[src/rtl/fetch_queue_if.sv]
// Fetch-queue bus: PC-unit handshake, instruction-memory port and decode-side head entry.
interface fetch_queue_if #(
  parameter int unsigned WIDTH = 32
);
  logic [WIDTH-1:0] pc_in;
  logic             pc_en;
  logic             flush;
  logic             imem_req;
  logic [WIDTH-1:0] imem_addr;
  logic             imem_gnt;
  logic             imem_rvalid;
  logic [WIDTH-1:0] imem_rdata;
  logic             id_valid;
  logic             id_ready;
  logic [WIDTH-1:0] id_pc;
  logic [WIDTH-1:0] id_instr;
  logic             fetch_err;

  modport master (
    input  pc_in, flush, imem_gnt, imem_rvalid, imem_rdata, id_ready,
    output pc_en, imem_req, imem_addr, id_valid, id_pc, id_instr, fetch_err
  );

  modport slave (
    output pc_in, flush, imem_gnt, imem_rvalid, imem_rdata, id_ready,
    input  pc_en, imem_req, imem_addr, id_valid, id_pc, id_instr, fetch_err
  );
endinterface

[src/rtl/fetch_queue.sv]
// Instruction fetch queue: one outstanding imem request, DEPTH-entry {pc, instr} FIFO toward decode.
// Optional misaligned-PC check enabled by defining FETCH_MISALIGN_CHECK_EN.
module fetch_queue #(
  parameter int unsigned WIDTH = 32,
  parameter int unsigned DEPTH = 2
) (
  input logic           clk,
  input logic           rst,
  fetch_queue_if.master bus
);
  localparam int unsigned AW = $clog2(DEPTH);

  localparam logic [1:0] IDLE    = 2'd0;
  localparam logic [1:0] WAIT    = 2'd1;
  localparam logic [1:0] DISCARD = 2'd2;

  localparam logic [AW:0]   FULL    = (AW+1)'(DEPTH);
  localparam logic [AW:0]   CNT_ONE = (AW+1)'(1);
  localparam logic [AW-1:0] PTR_ONE = AW'(1);

  logic [1:0]       state;
  logic [AW:0]      count;
  logic [AW-1:0]    rd_ptr;
  logic [AW-1:0]    wr_ptr;
  logic [WIDTH-1:0] tag;
  logic [WIDTH-1:0] pc_mem    [DEPTH];
  logic [WIDTH-1:0] instr_mem [DEPTH];

  logic blocked;
  logic req;
  logic push;
  logic pop;

`ifdef FETCH_MISALIGN_CHECK_EN
  logic misaligned;
  logic err_q;

  assign misaligned = (bus.pc_in[1:0] != 2'b00);
  assign blocked    = err_q | misaligned;

  // Sticky until a redirect supplies a new PC.
  always_ff @(posedge clk or posedge rst) begin
    if (rst)
      err_q <= 1'b0;
    else if (bus.flush)
      err_q <= 1'b0;
    else if (state == IDLE && misaligned)
      err_q <= 1'b1;
  end

  assign bus.fetch_err = err_q;
`else
  assign blocked       = 1'b0;
  assign bus.fetch_err = 1'b0;
`endif

  // Gating with rst keeps the request quiet while the FSM is held in IDLE by reset.
  always_comb begin
    req = !rst && (state == IDLE) && (count < FULL) && !bus.flush && !blocked;
  end

  assign bus.imem_req  = req;
  assign bus.imem_addr = bus.pc_in;
  assign bus.pc_en     = req && bus.imem_gnt;

  assign push = (state == WAIT) && bus.imem_rvalid && !bus.flush;
  assign pop  = bus.id_valid && bus.id_ready;

  assign bus.id_valid = (count != '0);
  assign bus.id_pc    = pc_mem[rd_ptr];
  assign bus.id_instr = instr_mem[rd_ptr];

  always_ff @(posedge clk or posedge rst) begin
    if (rst) begin
      state <= IDLE;
      tag   <= '0;
    end else begin
      case (state)
        IDLE: begin
          if (req && bus.imem_gnt) begin
            state <= WAIT;
            tag   <= bus.pc_in;
          end
        end
        WAIT: begin
          if (bus.imem_rvalid)
            state <= IDLE;
          else if (bus.flush)
            state <= DISCARD;
        end
        DISCARD: begin
          if (bus.imem_rvalid)
            state <= IDLE;
        end
        default: state <= IDLE;
      endcase
    end
  end

  always_ff @(posedge clk or posedge rst) begin
    if (rst) begin
      count  <= '0;
      rd_ptr <= '0;
      wr_ptr <= '0;
    end else if (bus.flush) begin
      count  <= '0;
      rd_ptr <= '0;
      wr_ptr <= '0;
    end else begin
      if (push)
        wr_ptr <= wr_ptr + PTR_ONE;
      if (pop)
        rd_ptr <= rd_ptr + PTR_ONE;
      case ({push, pop})
        2'b10:   count <= count + CNT_ONE;
        2'b01:   count <= count - CNT_ONE;
        default: count <= count;
      endcase
    end
  end

  // Storage is reset so the head reads zero during reset.
  always_ff @(posedge clk or posedge rst) begin
    if (rst) begin
      for (int unsigned i = 0; i < DEPTH; i++) begin
        pc_mem[i]    <= '0;
        instr_mem[i] <= '0;
      end
    end else if (push) begin
      pc_mem[wr_ptr]    <= tag;
      instr_mem[wr_ptr] <= bus.imem_rdata;
    end
  end
endmodule

[src/flat_wrapper.sv]
// flat-port wrapper written by rule: the top's interface ports become plain ports
module fetch_queue_flat 
#(
  parameter int unsigned WIDTH = 32,
  parameter int unsigned DEPTH = 2
)
  (clk, rst, bus_pc_in, bus_flush, bus_imem_gnt, bus_imem_rvalid, bus_imem_rdata, bus_id_ready, bus_pc_en, bus_imem_req, bus_imem_addr, bus_id_valid, bus_id_pc, bus_id_instr, bus_fetch_err);
  fetch_queue_if #(.WIDTH(WIDTH)) bus_i ();
  input logic clk;
  input logic rst;
  input wire logic [$bits(bus_i.pc_in)-1:0] bus_pc_in;
  input wire logic [$bits(bus_i.flush)-1:0] bus_flush;
  input wire logic [$bits(bus_i.imem_gnt)-1:0] bus_imem_gnt;
  input wire logic [$bits(bus_i.imem_rvalid)-1:0] bus_imem_rvalid;
  input wire logic [$bits(bus_i.imem_rdata)-1:0] bus_imem_rdata;
  input wire logic [$bits(bus_i.id_ready)-1:0] bus_id_ready;
  output wire logic [$bits(bus_i.pc_en)-1:0] bus_pc_en;
  output wire logic [$bits(bus_i.imem_req)-1:0] bus_imem_req;
  output wire logic [$bits(bus_i.imem_addr)-1:0] bus_imem_addr;
  output wire logic [$bits(bus_i.id_valid)-1:0] bus_id_valid;
  output wire logic [$bits(bus_i.id_pc)-1:0] bus_id_pc;
  output wire logic [$bits(bus_i.id_instr)-1:0] bus_id_instr;
  output wire logic [$bits(bus_i.fetch_err)-1:0] bus_fetch_err;
  assign bus_i.pc_in = bus_pc_in;
  assign bus_i.flush = bus_flush;
  assign bus_i.imem_gnt = bus_imem_gnt;
  assign bus_i.imem_rvalid = bus_imem_rvalid;
  assign bus_i.imem_rdata = bus_imem_rdata;
  assign bus_i.id_ready = bus_id_ready;
  assign bus_pc_en = bus_i.pc_en;
  assign bus_imem_req = bus_i.imem_req;
  assign bus_imem_addr = bus_i.imem_addr;
  assign bus_id_valid = bus_i.id_valid;
  assign bus_id_pc = bus_i.id_pc;
  assign bus_id_instr = bus_i.id_instr;
  assign bus_fetch_err = bus_i.fetch_err;
  fetch_queue #(.WIDTH(WIDTH), .DEPTH(DEPTH)) u_core (.clk(clk), .rst(rst), .bus(bus_i));
endmodule
[config.mk]
export PLATFORM = sky130hd
export DESIGN_NAME = fetch_queue_flat
export DESIGN_NICKNAME = d
export VERILOG_FILES = /design/src/rtl/fetch_queue_if.sv /design/src/rtl/fetch_queue.sv /design/src/flat_wrapper.sv
export SDC_FILE = /design/constraint.sdc
export NUM_CORES = 1
export LEC_CHECK = 0
export ABC_AREA = 1
export BUFFER_PORTS_ARGS = -buffer_cell sky130_fd_sc_hd__buf_4
export CAP_MARGIN = 10
export CORE_ASPECT_RATIO = 0.9
export CORE_UTILIZATION = 50
export CTS_BUF_LIST = sky130_fd_sc_hd__clkbuf_16
export DETAILED_ROUTE_END_ITERATION = 8
export GPL_ROUTABILITY_DRIVEN = 0
export GPL_TIMING_DRIVEN = 0
export HOLD_SLACK_MARGIN = 0.06
export PLACE_DENSITY = 0.76
export SYNTH_ARGS = -nofsm -noshare
export SYNTH_HDL_FRONTEND = slang
export SYNTH_SLANG_ARGS = --single-unit
export TNS_END_PERCENT = 100
[constraint.sdc]
create_clock -name clk -period 14.5 [get_ports clk]
set_clock_uncertainty 0.1 [all_clocks]
set_input_delay 1.45 -clock clk [delete_from_list [all_inputs] [get_ports clk]]
set_output_delay 1.45 -clock clk [all_outputs]
set_load 0.005 [all_outputs]
Word-level counts from Yosys, hierarchy flattened
Index checks and enable logic that the tools add are counted.
{"block": "op_classes", "addsub": 4, "multipliers": 0, "n_div": 0, "n_lt_le_gt_ge": 4, "n_eq_ne": 7, "shifts": 0, "n_mux": 21, "n_bitwise": 2, "reduce_logical": 17}
{"op": "2-to-1 mux 32 bit", "n": 7}
{"op": "bitwise mux 64 bit", "n": 2}
{"op": "demux 32 bit (select 1 bit)", "n": 1}
{"op": "2-to-1 mux 2 bit", "n": 5}
{"op": "logical AND 1 bit", "n": 8}
{"op": "one-hot mux 2 bit (3 select lines)", "n": 1}
{"op": "nonzero test 2 bit", "n": 3}
{"op": "equality test 2 x 1 -> 1 bit, second input constant", "n": 2}
{"op": "equality test 2 bit, second input constant", "n": 2}
{"op": "greater-or-equal comparator 2 bit, second input constant", "n": 2}
{"op": "2-to-1 mux 1 bit", "n": 4}
{"op": "inequality test 2 bit, second input constant", "n": 2}
{"op": "inverter 1 -> 2 bit", "n": 2}
{"op": "one-hot mux 2 bit (2 select lines)", "n": 1}
{"op": "inequality test 3 bit, second input constant", "n": 1}
{"op": "AND reduction 3 bit", "n": 1}
{"op": "nonzero test 3 bit", "n": 1}
{"op": "adder 1 bit, second input constant", "n": 2}
{"op": "adder 2 x 1 -> 2 bit, second input constant", "n": 1}
{"op": "zero test 1 bit", "n": 2}
{"op": "zero test 2 bit", "n": 1}
{"op": "< comparator 2 x 1 -> 1 bit, second input constant", "n": 1}
{"op": "< comparator 2 bit, second input constant", "n": 1}
{"op": "AND reduction 2 bit", "n": 1}
{"op": "subtractor 2 x 1 -> 2 bit, second input constant", "n": 1}
{"block": "word_totals", "register_bits": 166, "latch_bits": 0, "mem_bits_rw": 0, "rom_bits": 0, "in_bits": 70, "wordCells": 64, "memories": 0}

Logic depth before layout (Yosys ltp)
Gate-level depths: netlist of the first run.
{"block": "logic_depth", "word_depth": 7, "ltp_mapped": 8, "ltp_nobuf": 8}

Least setup slack after synthesis of the first run
Ideal clock, no wire load.
{"block": "synth_path", "path_kind": "input -> output", "startpoint": "input rst", "endpoint": "output bus_pc_en", "arrival_time_ns": 5.910, "setup_slack_ns": 7.040, "cell_stages": 6, "n_path_buf": 1, "path_cell_list": "inv_1 -> nand3_1 -> nor3_2 -> nand2_2 -> inv_2 -> buf_4"}
{"block": "synth_between", "elab_chain_len": 5}
{"element": "from (decl)", "line_no": "flat_wrapper.sv:10", "rtl": "input logic rst;"}
{"element": "zero test 1 bit (no source line)"}
{"element": "logical AND 1 bit (3 in series)", "line_no": "fetch_queue.sv:59", "rtl": "req = !rst && (state == IDLE) && (count < FULL) && !bus.flush && !blocked;"}
{"element": "named net bus_imem_req", "line_no": "flat_wrapper.sv:18", "rtl": "output wire logic [$bits(bus_i.imem_req)-1:0] bus_imem_req;"}
{"element": "logical AND 1 bit", "line_no": "fetch_queue.sv:64", "rtl": "assign bus.pc_en = req && bus.imem_gnt;"}
{"element": "to (decl)", "line_no": "flat_wrapper.sv:17", "rtl": "output wire logic [$bits(bus_i.pc_en)-1:0] bus_pc_en;"}
The timed path passes the listed nets, and every way through them passes these cells.

Final worst setup path of the first run
{"block": "layout_path", "startpoint": "input rst", "endpoint": "output bus_pc_en"}
{"block": "layout_between", "elab_chain_len": 5}
{"element": "zero test 1 bit (no source line)"}
{"element": "logical AND 1 bit (3 in series)", "line_no": "fetch_queue.sv:59"}
{"element": "logical AND 1 bit", "line_no": "fetch_queue.sv:64"}
Every way passes these cells.

==> run metrics, run 1 <==
Pleak=between 5 and 6 nW; post-synth top area share=56.04%; Fin. Hold Viols=0; area of the multi-input gates=between 2000 and 2500 um^2; Cells after Synth=between 900 and 1000; I/O Pins=170; ant diodes=0; worst hold path cell count=2; final period utilization=34.00%; Int Pwr=about 1 mW; fin. max-slew vios=0; via/cell ratio=4.993; drc violations=0; worst hold path type=flop to flop; CP Class=input pin to output port; total track usage=a little over a quarter; yosys warns=0; Worst R2R Start=u_core.wr_ptr$_DFFE_PP0P_; worst hold endpoint=u_core.instr_mem[57]$_DFFE_PP0P_; Starting DRT DRC Count=roughly 450; Die Span Y=117.5 um; mapped cell area=between 7000 and 8000 um^2; Clk Latency, worst-skew pair=around 0.42 ns; register bit count reported by yosys=around 170; Relative slew margins=between 50% and 60%; die span in x=around 130 um; Critical Path RT=between 10 and 15 ns; post-synthesis sequential area ratio=between 50% and 60%; Sw Ratio=a little over a quarter; post-synthesis xor/xnor area fraction=0%; post-synthesis simple-gate area fraction=22.15%; maximum clock frequency=0.2029 GHz; internal reg-to-reg setup slack=between 10 and 15 ns; Clock power frac=34.6%; area leader, netlist=dfrtp_1; total CTS buffers=17; unrepaired setup endpoints after global routing=false; Root Buffer=clkbuf_16; core area=between 10000 and 15000 um^2; complex-gate fraction of the synthesized area=between 10 and 15%; port bufs=about 170; DR WL/cell=around 15 um; Syn Area/Cell=~8.2 um^2; largest net degree at the start of global routing=between 100 and 150; Synthesized Nets=between 900 and 1000; worst hold start=u_core.instr_mem[57]$_DFFE_PP0P_; Initial Util=around half; worst-path maximum fanout=130; Switch Pwr=roughly 0.38 mW; R2R depth=7; vias in the first global route=~6200; FP Rows=41; initial antenna violation count=0; Comb power frac=between 20% and 30%; fin crit period=roughly 4.9 ns; power density over cell area=between 100 and 150 nW/um^2; share of layout cells above drive strength 1=23.49%; clk slew on worst S/H paths=0.06 ns; first-pass GRT wire length=approximately 31000 um; CTS tree=yes; nets=about 1200; Arr. time, crit path=~3.4 ns; commonest non-fill, non-tap cells in the layout=nand2_1 (331), buf_4 (210), dfrtp_1 (166); Longest Clk Path Bufs=2; commonest non-fill, non-tap cell in the layout=nand2_1; post_cts resized=0; Slew @ Worst Pin=between 0.6 and 0.7 ns; hold_buf cts=0; Fillers=between 1000 and 1500; final setup fails=0; crit path capture type=output port; top cells by area, synth=dfrtp_1 (56%), nand2_1 (17%), o21ai_0 (8.3%), buf_4 (4.3%), inv_1 (3.7%); H-tree levels=4; status=complete, no violations; register area=about 4200 um^2; Congestion Overflow GR=0; maximum vdd drop=between 0.00009 and 0.0001 V; Final TNS setup=0 ns; Worst R2R End=u_core.instr_mem[34]$_DFFE_PP0P_; post-DP HPWL=approximately 13000 um; antenna viol nets, final=0; post-synthesis mux area share=0%; post-synthesis adder-cell area fraction=0%; post-CTS setup repair buffer count=0; Cell variety after synth=25; Vias=approximately 6500; sequential power share=between 40% and 50%; WL final=between 15000 and 20000 um; P&R area growth vs syn=29.34%; Startpoint Class=input pin; die area=about 15000 um^2; max_cap viols=0; largest family of logic cells by synthesized area=simple AND/OR/NAND/NOR gates; First-pass DRT Iterations=5; clock sink count=about 170; post-layout util=67.22%
-- power groups by stage --
| stage | combinational [mW] | sequential, mW | clock (mW) |
|---|---|---|---|
| floorplan | 0.154 | 0.596 | 0 |
| global placement | 0.306 | 0.605 | 0 |
| detailed placement | 0.314 | 0.608 | 0 |
| CTS | 0.317 | 0.601 | 0.491 |
| global route | 0.352 | 0.611 | 0.509 |
| finish | 0.313 | 0.602 | 0.485 |
-- synthesized netlist by cell type, drive strengths merged --
| library cell | number |
|---|---|
| a21oi | 35 |
| nand2 | 333 |
| o31ai | 1 |
| nand4 | 2 |
| nor2 | 39 |
| inv | 75 |
| conb | 1 |
| nand3 | 36 |
| dfrtp | 166 |
| clkbuf | 32 |
| o21ai | 129 |
| nor3 | 1 |
| buf | 54 |
| nand3b | 1 |
| clkinv | 1 |
-- cell type report --
class / count / area share (%)
sequential: 166 / 43.33
multi-input combinational: 578 / 25.80
timing repair buffer: 169 / 13.44
buffer: 86 / 5.208
clock buffer: 17 / 4.437
inverter: 76 / 3.054
tap: 193 / 2.519
clock inverter: 15 / 2.206
-- sequential cells by signal, summed over array words and instances (netlist names) --
signal,cells
u_core.rd_ptr,1
u_core.instr_mem,64
u_core.tag,32
u_core.wr_ptr,1
u_core.state,2
u_core.count,2
u_core.pc_mem,64
-- worst max-delay path, cell delays in order --
cell and delay (ns):
buf_4 0.13, inv_8 0.22, buf_16 0.51, nand3_1 0.16
nor3_2 0.19, nand2_2 0.17, inv_2 0.18, buf_4 0.21
buf_4 0.13
-- stage by stage --
stage                     instance area (um^2)  setup slack [ns]  std cells  hold WS, ns  power, mW
final                                     9587             9.571       1300       0.3711      1.399
after global placement                    8915             5.194       1267       0.3545     0.9109
after floorplan                           7412             7.040        906       0.3422     0.7498
after detailed placement                  8950             9.481       1268       0.3585     0.9223
after CTS                                 9587             9.476       1300       0.3735      1.408
after global routing                      9587             9.299       1300       0.3856      1.472
-- how the worst max path moves through the flow --
stage / from / endpoint / slack (ns) / depth (start not counted)
final: rst / bus_pc_en / 9.57 / 9
after global routing: rst / bus_pc_en / 9.30 / 9
after CTS: rst / bus_pc_en / 9.48 / 9
after detailed placement: rst / bus_pc_en / 9.48 / 9
after global placement: rst / bus_pc_en / 5.19 / 8
after floorplan: rst / bus_pc_en / 7.04 / 6
-- logic make-up after synthesis --
logic type,count (synthesis)
other cells,1
buf+inv,162
compound gates,165
flops,166
simple gates,412
-- per-layer routing --
metal	share of wire (%)	wire length, um	vias to the layer above	GRT usage (%)
met2	47	9055	206	40.72
met4	1.3	250	0	8.405
met5	0	0	-	0
met1	46	8809	3087	37.19
li1	-	-	3178	-
met3	5.7	1103	20	5.000
Power figures use the tool's default switching activity.
==> run 2: changes to the inputs <==
Clock period 14.5 ns to 4.7 ns, I/O delays scaled along.
==> run 2 against run 1 <==
Non-clock buffer count up 3. Register-to-register slack got worse by 9.8 ns. Routed wire length is 1.5% higher. Clock power grew to 2.7 times the previous value. Core utilization down 0.28 points. Largest cell class unchanged.
==> run metrics, run 2 (synthesized netlist as in run 1, its figures left out) <==
status=complete, no violations; final worst-path setup slack=1.778 ns (-7.793 ns); commonest non-fill, non-tap cells in the layout=nand2_1 (331), buf_4 (210), dfrtp_1 (166); total track usage=26.96% (+0.70 points); Pleak=5.189 nW (-0.15%); crit path capture type=output port; Initial Util=51.97% (unchanged); biggest regs=u_core.instr_mem x64, u_core.pc_mem x64, u_core.tag x32; Starting DRT DRC Count=563 (+26%); share of layout cells above drive strength 1=23.42% (-0.063 points); maximum clock frequency=0.3422 GHz; fin. max-slew vios=0 (unchanged); post-CTS setup repair buffer count=0 (unchanged); port bufs=168 (unchanged); FP Rows=41 (unchanged); I/O Pins=170 (unchanged); Clock power frac=31.6% (-3.0 points); DR WL/cell=14.97 um (+1.2%); final setup fails=0 (unchanged); unrepaired setup endpoints after global routing=false; Sw Ratio=28.48% (+1.1 points); hold_buf cts=0 (unchanged); post-DP HPWL=13560 um (+4.2%); Final TNS setup=0 ns (unchanged); Switch Pwr=1.182 mW (+210%); ant diodes=0 (unchanged); Fin. Hold Viols=0 (unchanged); first-pass GRT wire length=31880 um (+2.8%); drc violations=0 (unchanged); Hold Slack=0.09943 ns (-0.2717 ns); sequential power share=44.7% (+1.7 points); total CTS buffers=17 (unchanged); H-tree levels=4 (unchanged); CTS tree=yes; Comb power frac=23.7% (+1.3 points); post-layout util=66.94% (-0.28 points); fin area=9547 um^2 (-0.42%); die area=15320 um^2 (unchanged); Congestion Overflow GR=0 (unchanged); Longest Clk Path Bufs=2 (unchanged); antenna viol nets, final=0 (unchanged); Slew @ Worst Pin=0.8188 ns (+0.1515 ns); maximum vdd drop=0.0002773 V (+190%); Root Buffer=clkbuf_16; clock sink count=166 (unchanged); clk slew on worst S/H paths=0.06 ns (about the same); die span in x=130.3 um (unchanged); CP Class=flop to output port; vias in the first global route=6499 (+5.3%); fin crit period=roughly 3 ns; worst-path maximum fanout=10 (-92%); Relative slew margins=45.30% (-10 points); area post-placement=8999 um^2 (+0.55%); worst slack, placed=1.799 ns (-7.682 ns); P&R area growth vs syn=28.80%; nets=1167 (+0.26%); post_cts resized=0 (unchanged); Arr. time, crit path=2.35 ns (-1.03 ns); First-pass DRT Iterations=8 (+3); WL final=19500 um (+1.5%); Int Pwr=2.968 mW (+190%); final period utilization=around 62%; largest net degree at the start of global routing=42 (-68%); Vias=6529 (+0.59%); Die Span Y=117.5 um (unchanged); power density over cell area=434.7 nW/um^2 (+200%); initial antenna violation count=0 (unchanged); Critical Path RT=4.13 ns (-8.82 ns); worst hold path type=input pin to asynchronous set/reset pin; via/cell ratio=5.011 (+0.35%); Startpoint Class=flop; max_cap viols=0 (unchanged); commonest non-fill, non-tap cell in the layout=nand2_1; Clk Latency, worst-skew pair=0.43 ns (about the same); core area=14260 um^2 (unchanged)
## run 2: critical path: stages (launching register included)
cell	delay, ns
dfrtp_1	0.32
clkbuf_1	0.22
clkbuf_1	0.47
clkbuf_1	0.46
nand2_1	0.11
o21ai_0	0.16
buf_4	0.18
## run 2: area by class of cell
type                       instances  area, um^2
clock inverter                    15       122.6
inverter                          76       289.0
multi-input combinational        578        2474
fill                            1223        4715
timing repair buffer             172        1341
tap                              193       241.5
sequential                       166        4154
buffer                            86       499.2
clock buffer                      17       425.4
## run 2: routing by layer
layer | share of wire [%] | GRT usage, % | vias up
li1 | - | - | 3176
met1 | 46 | 37.56 | 3079
met2 | 46 | 42.22 | 242
met3 | 6.0 | 5.455 | 32
met4 | 1.9 | 8.621 | 0
met5 | 0 | 0 | -
## run 2: final timing paths
kind	startpoint	endpoint	slack (ns)	cells past startpoint
max	u_core.rd_ptr$_DFFE_PP0P_	bus_id_pc[26]	1.78	6
min	rst	u_core.count[1]$_DFFE_PP0P_	0.1	2
max reg2reg	u_core.wr_ptr$_DFFE_PP0P_	u_core.pc_mem[52]$_DFFE_PP0P_	2.66	6
min reg2reg	u_core.instr_mem[44]$_DFFE_PP0P_	u_core.instr_mem[44]$_DFFE_PP0P_	0.37	2
max in group asynchronous	rst	u_core.pc_mem[35]$_DFFE_PP0P_	3.25	5
min in group clk	bus_pc_in[11]	u_core.tag[11]$_DFFE_PP0P_	0.14	3
## run 2: stage by stage
stage / std cells / total power [mW]
2_1_floorplan: 906 / 2.314
3_3_place_gp: 1267 / 2.813
3_5_place_dp: 1271 / 2.855
4_1_cts: 1303 / 4.167
5_1_grt: 1303 / 4.386
6_report: 1303 / 4.150
## run 2: power groups by stage
stage          Combinational (mW)  Clock (mW)  Sequential, mW
6_report                    0.982        1.31            1.86
3_5_place_dp                0.981           0            1.87
4_1_cts                     0.991        1.32            1.85
5_1_grt                      1.10        1.39            1.89
3_3_place_gp                0.947           0            1.87
2_1_floorplan               0.475           0            1.84
==> run 3: changes to the inputs <==
Settings changed: ABC_AREA 1 to 0, CORE_UTILIZATION 50 to 49, PLACE_DENSITY 0.76 to 0.78.
Clock period 4.7 ns to 2.6 ns, I/O delays scaled along.
==> run 3 against run 2 <==
Synthesized cell count down 47%. Synthesized area shrank 1.4%. Combinational power up 110%. Die area is 0.60% higher. Sequential power is 85% higher. Flip-flop and latch count unchanged. Critical path type is now input pin to output port.
==> run metrics, run 3 <==
post-DP HPWL=10820 um (-20%); CP Class=input pin to output port; Synthesized Nets=549 (-44%); Congestion Overflow GR=0 (unchanged); prevailing post-synth register cell=dfrtp_1; top cells by area, synth=dfrtp_1 (57%), mux2_2 (34%), buf_4 (3.7%), buf_6 (0.92%), buf_2 (0.82%); area post-placement=8895 um^2 (-1.2%); CTS tree=yes; internal reg-to-reg setup slack=0.54 ns (-2.12 ns); Root Buffer=clkbuf_16; vias in the first global route=5346 (-18%); mapped cell area=7308 um^2 (-1.4%); fin. max-slew vios=0 (unchanged); final worst-path setup slack=0.1415 ns (-1.637 ns); post-synth top area share=56.84% (+0.80 points); largest net degree at the start of global routing=44 (+4.8%); final setup fails=0 (unchanged); worst hold path type=input pin to flop; Arr. time, crit path=2.10 ns (-0.25 ns); status=complete, no violations; Hold Slack=0.1397 ns (+0.04028 ns); Clk Latency, worst-skew pair=0.42 ns (about the same); total CTS buffers=17 (unchanged); first-pass GRT wire length=27140 um (-15%); maximum vdd drop=0.0004437 V (+60%); CP Cell Sequence=dlygate4sd3_1 > buf_4 > clkinvlp_4 > buf_12 > buf_12 > and4_1 > buf_2 > buf_4 > buf_4; WL final=16780 um (-14%); register area=4154 um^2 (unchanged); power density over cell area=796.8 nW/um^2 (+83%); Startpoint Class=input pin; drc violations=0 (unchanged); Cell variety after synth=30 (+20%); slowest cell on the critical path=dlygate4sd3_1; register bit count reported by yosys=166 (unchanged); ant diodes=0 (unchanged); total track usage=23.31% (-3.7 points); most used cell, CP=buf_4; Starting DRT DRC Count=156 (-72%); Post-synth ARST share=100.0% (unchanged); yosys warns=0 (unchanged); synth cell count leaders=mux2_2 (220), dfrtp_1 (166), buf_4 (36); I/O Pins=170 (unchanged); fin crit period=2.459 ns; max_cap viols=0 (unchanged); Pleak=5.057 nW (-2.5%); Slew @ Worst Pin=0.6968 ns (-0.1220 ns); post-layout util=72.30% (+5.4 points); nets=815 (-30%); maximum clock frequency=approximately 0.4 GHz; Vias=4805 (-26%); Cells after Synth=479 (-47%); Post-synth EDFFs=0 (unchanged); unrepaired setup endpoints after global routing=false; crit path capture type=output port; count leader, synth=mux2_2; via/cell ratio=5.053 (+0.83%); power consumption=8.245 mW (+99%); area leader, netlist=dfrtp_1; Initial Util=51.06% (-0.91 points); worst slack, placed=-0.06391 ns (-1.863 ns); die span in x=130.7 um (+0.30%); Syn Area/Cell=15.26 um^2 (+86%); Longest Clk Path Bufs=2 (unchanged); worst-path maximum fanout=10 (unchanged); commonest non-fill, non-tap cells in the layout=mux2_2 (220), buf_4 (204), dfrtp_1 (166); Relative slew margins=53.39% (+8.1 points); First-pass DRT Iterations=4 (-4); port bufs=168 (unchanged); post-synthesis sequential area ratio=56.84% (+0.80 points); area of the multi-input gates=2729 um^2 (+10%); fin area=10350 um^2 (+8.4%); Critical Path RT=2.24 ns (-1.89 ns); clock sink count=166 (unchanged); antenna viol nets, final=0 (unchanged); FP Rows=41 (unchanged); P&R area growth vs syn=41.59%; core area=14310 um^2 (+0.36%); die area=15410 um^2 (+0.60%); Die Span Y=117.9 um (+0.30%); initial antenna violation count=0 (unchanged); Fillers=904 (-26%); clk slew on worst S/H paths=0.06 ns (about the same); delay of the slowest critical-path stage=0.54 ns (+0.07 ns); commonest non-fill, non-tap cell in the layout=mux2_2; DR WL/cell=17.65 um (+18%); share of layout cells above drive strength 1=64.25% (+41 points); final period utilization=a little over nine tenths; Fin. Hold Viols=0 (unchanged); biggest regs=u_core.instr_mem x64, u_core.pc_mem x64, u_core.tag x32; H-tree levels=4 (unchanged); post-CTS setup repair buffer count=0 (unchanged)
[run 3: logic make-up after synthesis]
group                  Yosys count  synth area share [%]
AO/OA/AOI/OAI                    6                0.5650
XOR/XNOR                         2                0.2397
buffers and inverters           61                 5.821
flip-flops                     166                 56.84
multiplexers                   224                 34.51
other                            1               0.05131
AND/OR/NAND/NOR                 19                 1.969
[run 3: where the power goes]
part / internal, mW / switching (mW) / total [mW]
Combinational: 1.34 / 0.677 / 2.02
Clock: 1.79 / 0.998 / 2.79
Sequential: 3.14 / 0.300 / 3.44
[run 3: path summary, 6_finish.rpt]
check                                              startpoint                          endpoint  depth (start not counted)
worst max-delay path                                      rst                         bus_pc_en                          9
worst min-delay path                             bus_id_ready       u_core.count[1]$_DFFE_PP0P_                          3
worst max register to register    u_core.state[0]$_DFFE_PP0P_     u_core.pc_mem[46]$_DFFE_PP0P_                          5
worst min register to register  u_core.pc_mem[54]$_DFFE_PP0P_     u_core.pc_mem[54]$_DFFE_PP0P_                          1
max in group asynchronous                                 rst   u_core.instr_mem[0]$_DFFE_PP0P_                          4
min in group asynchronous                                 rst  u_core.instr_mem[52]$_DFFE_PP0P_                          6
[run 3: timing repair]
item                       in CTS  in global routing
gates resized for setup         0                  2
setup endpoints to repair       0                 32
hold buffers                   75                  0
hold endpoints to repair      118                  0
[run 3: worst max-delay path, delay by kind of cell]
family | cells | cell delay (ns)
buffers and inverters | 8 | 1.66
AND/OR/NAND/NOR | 1 | 0.18
[run 3: area by class of cell]
class,instances,share of cell area (%)
repair buffers,247,20.60
clock buffers,17,4.111
inverters,4,0.1814
well taps,193,2.334
plain buffers,57,3.978
flip-flops and latches,166,40.15
clock inverters,15,2.273
multi-input cells,252,26.37
[run 3: through the flow]
step	std cells	setup TNS [ns]
floorplan	479	-45.85
CTS	951	0
global route	951	0
detailed placement	844	-1.348
finish	951	0
global placement	840	-201.32
[run 3: routing by layer]
layer / part of all wire [%] / track usage (%) / vias up
li1: - / - / 2203
met1: 42 / 28.09 / 2443
met2: 50 / 39.85 / 142
met3: 6.0 / 7.091 / 17
met4: 1.1 / 6.537 / 0
met5: 0 / 0 / -
